[config.mk]
export PLATFORM = sky130hd
export DESIGN_NAME = normalizer_seq
export DESIGN_NICKNAME = d
export VERILOG_FILES = /design/src/rtl/fp_pkg.sv /design/src/rtl/normalizer_seq.sv
export SDC_FILE = /design/constraint.sdc
export NUM_CORES = 1
export LEC_CHECK = 0
export CORE_ASPECT_RATIO = 0.6
export CORE_MARGIN = 2
export CORE_UTILIZATION = 42
export DETAILED_ROUTE_END_ITERATION = 16
export PLACE_DENSITY = 0.67
export SYNTH_ARGS = -nofsm -noshare
export SYNTH_HDL_FRONTEND = slang
export SYNTH_SLANG_ARGS = --single-unit
[constraint.sdc]
create_clock -name clk -period 2.1 [get_ports clk]
set_input_delay 0.21 -clock clk [delete_from_list [all_inputs] [get_ports clk]]
set_output_delay 0.21 -clock clk [all_outputs]
set_load 0.02 [all_outputs]
[src/rtl/fp_pkg.sv]
// Shared definitions for the FP front-end: operand width, normalize direction,
// normalizer FSM states and the count-to-distance conversion.
package fp_pkg;

  localparam int WIDTH = 16;
  localparam int CNT_W = 5;

  typedef enum logic {
    NORM_LEFT  = 1'b0,
    NORM_RIGHT = 1'b1
  } norm_dir_e;

  typedef enum logic [1:0] {
    IDLE  = 2'd0,
    SHIFT = 2'd1,
    DONE  = 2'd2
  } norm_state_e;

  // Signed distance that makes an LSL shifter undo the normalization:
  // a left normalization is undone by shifting right, hence the negation.
  function automatic logic [WIDTH-1:0] norm_distance(input norm_dir_e d,
                                                     input logic [CNT_W-1:0] c);
    logic [WIDTH-1:0] ext;
    ext = {{(WIDTH-CNT_W){1'b0}}, c};
    return (d == NORM_LEFT) ? (~ext + 16'd1) : ext;
  endfunction

endpackage

[src/rtl/normalizer_seq.sv]
// Multi-cycle normalizer: shifts an operand toward the chosen edge in 4-bit or
// 1-bit steps until a set bit lands there, then reports value, count and distance.
module normalizer_seq
  import fp_pkg::*;
#(
  parameter int WIDTH = fp_pkg::WIDTH
) (
  input  logic                   clk,
  input  logic                   reset,
  input  logic                   in_valid,
  output logic                   in_ready,
  input  logic [WIDTH-1:0]       value,
  input  logic                   dir,
  output logic                   out_valid,
  input  logic                   out_ready,
  output logic [WIDTH-1:0]       result,
  output logic [CNT_W-1:0]       count,
  output logic [WIDTH-1:0]       distance,
  output logic                   zero
);

  norm_state_e      state, state_next;
  logic [WIDTH-1:0] work, work_next;
  logic [CNT_W-1:0] cnt, cnt_next;
  norm_dir_e        dir_q, dir_q_next;

  logic [WIDTH-1:0] result_next;
  logic [CNT_W-1:0] count_next;
  logic [WIDTH-1:0] distance_next;
  logic             zero_next;

  logic edge_set;
  logic nibble_zero;

  always_comb begin
    if (dir_q == NORM_LEFT) begin
      edge_set    = work[WIDTH-1];
      nibble_zero = (work[WIDTH-1 -: 4] == 4'd0);
    end else begin
      edge_set    = work[0];
      nibble_zero = (work[3:0] == 4'd0);
    end
  end

  always_ff @(posedge clk or posedge reset) begin
    if (reset) begin
      state    <= IDLE;
      work     <= '0;
      cnt      <= '0;
      dir_q    <= NORM_LEFT;
      result   <= '0;
      count    <= '0;
      distance <= '0;
      zero     <= 1'b0;
    end else begin
      state    <= state_next;
      work     <= work_next;
      cnt      <= cnt_next;
      dir_q    <= dir_q_next;
      result   <= result_next;
      count    <= count_next;
      distance <= distance_next;
      zero     <= zero_next;
    end
  end

  always_comb begin
    state_next    = state;
    work_next     = work;
    cnt_next      = cnt;
    dir_q_next    = dir_q;
    result_next   = result;
    count_next    = count;
    distance_next = distance;
    zero_next     = zero;

    case (state)
      IDLE: begin
        if (in_valid) begin
          work_next  = value;
          dir_q_next = norm_dir_e'(dir);
          cnt_next   = '0;
          if (value == '0) begin
            state_next    = DONE;
            zero_next     = 1'b1;
            result_next   = '0;
            count_next    = 5'd16;
            distance_next = norm_distance(norm_dir_e'(dir), 5'd16);
          end else begin
            state_next = SHIFT;
          end
        end
      end

      SHIFT: begin
        if (edge_set) begin
          state_next    = DONE;
          zero_next     = 1'b0;
          result_next   = work;
          count_next    = cnt;
          distance_next = norm_distance(dir_q, cnt);
        end else if (nibble_zero) begin
          // A nonzero operand has at most 15 zeros, so a nibble step never overshoots.
          work_next = (dir_q == NORM_LEFT) ? (work << 4) : (work >> 4);
          cnt_next  = cnt + 5'd4;
        end else begin
          work_next = (dir_q == NORM_LEFT) ? (work << 1) : (work >> 1);
          cnt_next  = cnt + 5'd1;
        end
      end

      DONE: begin
        if (out_ready) state_next = IDLE;
      end

      default: state_next = IDLE;
    endcase
  end

  assign in_ready  = (state == IDLE);
  assign out_valid = (state == DONE);

endmodule

==> impl_metrics.py <==
metrics = {
    "worst_setup_path": {
        "required_ns": 2.29,
        "r2r-start": "dir_q",
        "arrival_ns": 2.16,
        "worstSetupStartpointType": "flop",
        "r2r_cells": 6,
        "r2r_setup_slack_ns": 0.13,
        "path_max_fanout": 24,
        "r2r_end": "work[9]",
        "startpoint": "dir_q",
        "worstSetupPathType": "flop to flop",
        "end_kind": "flop",
    },
    "outcome": {
        "status": "finished clean",
    },
    "synth": {
        "syn-num-nets": 308,
        "synth_area_mm2": 0.00296,
        "synthTopCellsByArea": "dfrtp_1 (46%), a22o_1 (6.2%), mux2i_1 (4.4%)",
        "syn_avg_cell_area_um2": 10.5,
        "synth_edf_count": 0,
        "synth_top_cell_by_area": "dfrtp_1",
        "syn_inst": 282,
        "synth_warnings": 0,
        "synth_top_area_share_pct": 45.6,
        "synthArstFlopShare_pct": 100,
        "synth_seq_area_share_pct": 45.6,
        "synth-main-ff-cell": "dfrtp_1",
        "synth-seq-cells": 54,
        "synth.distinct_cells": 55,
    },
    "detailed_routing": {
        "wl_per_cell_um": 18.9,
        "drc": 0,
        "post_drt_via_cell_ratio": 5.92,
        "ant_nets": 0,
        "vias": 2569,
        "routed_wl_um": 8190,
        "first_pass_iters": 5,
        "first_iter_violations": 145,
    },
    "timing": {
        "fmaxAchievable_ghz": 0.508,
        "tightest_slew_ns": 0.509,
        "finClkSkew_ns": 0.00242,
        "slew_headroom_pct": 66.0,
        "final-hold-violation-count": 0,
        "rsz0062_at_grt": "false",
        "setup_violations": 0,
        "finalWorstSetupSlack_ns": 0.133,
        "drv_slew": 0,
        "finalCriticalPeriod_ns": 1.97,
        "min_period_over_period_pct": 93.7,
    },
    "cells_and_area": {
        "n_antenna_cell": 0,
        "syn2layout_area_growth_pct": 31.6,
        "utilization_pct": 57.6,
        "drive_gt1_share_pct": 16.7,
        "final_nets": 372,
    },
    "grt": {
        "use_met1_pct": 34.5,
        "grt_usage_pct": 21.4,
        "grt_max_degree": 33,
        "top_usage_layer": "met1",
        "use_met2_pct": 28.4,
        "grt_util_met3_pct": 5.19,
        "grt_pass1_vias": 2373,
        "antenna_found_initial": 0,
        "grt_overflow": 0,
        "grt_pass1_wl_um": 13000,
    },
    "worst_hold_path": {
        "hp-class": "input pin to async pin",
    },
    "cts": {
        "cts.sinks": 54,
        "clk_pin_slew_ns": 0.07,
        "post-cts-setup-buffers": 0,
        "insertion_delay_ns": 0.30,
        "numCtsBuffers": 5,
        "clockBufferDepth": 2,
        "cts-root-buf": "clkbuf_16",
        "htree_levels": 2,
        "cts_tree": "done",
    },
    "power": {
        "power_mw": 6.60,
        "power_density_mw_per_mm2": 1690,
        "netSwitchingPower_mw": 2.75,
        "comb_power_share_pct": 55.7,
        "p_leak_nw": 1.68,
        "intPower_mw": 3.85,
        "netSwitchingFraction_pct": 41.7,
        "pwr-share-seq_pct": 30.4,
        "peakVddDrop_v": 0.000859,
        "clkPwrFrac_pct": 14.0,
    },
    "die": {
        "initial_utilization_pct": 43.8,
        "rows": 23,
        "dieArea_mm2": 0.00776,
        "core_region_area_mm2": 0.00676,
        "dieWidth_um": 112,
        "ios": 61,
        "dieHeight_um": 69.0,
    },
    "placement": {
        "io_buffers": 60,
        "dp_hpwl_um": 5940,
        "gp_congestion": 0.832,
        "place_ws_ns": -0.230,
    },
    "job": {
        "maxCapViolCount": 0,
    },
}
## cell usage after synthesis (all sizes together), types with 2 or more instances
| cell | count |
|---|---|
| o211ai | 7 |
| nand3 | 2 |
| inv | 10 |
| buf | 20 |
| nor2 | 7 |
| mux2i | 14 |
| a221oi | 3 |
| a22o | 26 |
| a2bb2oi | 11 |
| clkbuf | 9 |
| mux2 | 9 |
| o22ai | 5 |
| nand2b | 2 |
| a21oi | 13 |
| nand4 | 6 |
| ha | 5 |
| a21o | 2 |
| and2 | 4 |
| nand2 | 24 |
| o21ai | 8 |
| or2 | 2 |
| dfrtp | 54 |
| nor4 | 8 |
| xnor2 | 2 |
| o221ai | 5 |
| nor2b | 6 |
## timing repair
item,CTS,global route
setup endpoints to repair,0,4
gates resized for setup,0,1
endpoints found under the hold margin,0,0
hold buffers,0,0
## layout by cell type, fill, tap and decap left out, types with 5 or more instances in the layout
cell type,instances
a22o_1,21
mux2_2,9
a22o_2,5
o221ai_1,5
clkbuf_16,5
inv_1,9
o22ai_1,5
nand4_1,6
nor4_1,6
ha_1,5
buf_4,23
dfrtp_1,54
clkdlybuf4s50_1,60
nor2b_1,6
a2bb2oi_1,11
a21oi_1,13
mux2i_1,13
nor2_1,7
o211ai_1,7
o21ai_0,5
nand2_1,24
## layout make-up
type | count | area (µm²)
repair buffers | 86 | 833
clock buffers | 8 | 166
flip-flops and latches | 54 | 1350
multi-input cells | 189 | 1400
inverters | 10 | 37.5
fillers | 602 | 2870
well taps | 87 | 109
## routing by layer
layer	vias up	wire, µm
met5	-	0
met4	0	74
met3	8	677
met2	116	3300
met1	1252	4140
li1	1193	-
## worst max-delay path by stage
stage               slack [ns]            to  cells after the start
floorplan                 0.35       work[5]                      7
global placement         -0.17  distance[13]                      8
detailed placement       -0.23  distance[12]                      8
CTS                       0.07  distance[12]                      8
global route              0.03  distance[13]                      8
finish                    0.13       work[9]                      6
## logic make-up after synthesis
| kind of cell | after synthesis | synth area share [%] |
|---|---|---|
| adders and majority gates | 5 | 2.11 |
| xor gates and xnor gates | 2 | 0.592 |
| and+or+nand+nor | 68 | 12.4 |
| muxes | 23 | 8.28 |
| buffers and inverters | 39 | 7.31 |
| DFF | 54 | 45.6 |
| AOI/OAI and AO/OA | 91 | 23.7 |
## power by group through the flow
| stage | combinational (mW) | clock [mW] | sequential (mW) |
|---|---|---|---|
| after floorplan | 2.24 | 0 | 2.08 |
| after global placement | 3.59 | 0 | 2.00 |
| after detailed placement | 3.64 | 0 | 2.01 |
| after CTS | 3.66 | 0.935 | 1.99 |
| after global routing | 3.94 | 0.969 | 2.07 |
| final | 3.67 | 0.922 | 2.00 |
## critical path, stage by stage (launching register included)
cell	delay, ns
dfrtp_1	0.50
mux2i_2	0.30
buf_4	0.18
and2_2	0.21
buf_12	0.18
o21ai_0	0.20
a31o_2	0.27
## registers in the layout, summed over array words and instances (netlist names)
name / cells
count: 5
zero: 1
dir_q: 1
cnt: 5
result: 16
distance: 8
work: 16
state: 2
## per-stage QoR
step / std cells / hold WS, ns / setup TNS, ns / instance area [µm²]
after global routing: 434 / 0.312 / 0 / 3900
after global placement: 426 / 0.483 / -3.83 / 3720
after floorplan: 282 / 0.327 / 0 / 2960
final: 434 / 0.264 / 0 / 3900
after detailed placement: 426 / 0.481 / -4.75 / 3720
after CTS: 434 / 0.284 / 0 / 3890
Note: power is estimated with default switching activity, not from simulation.
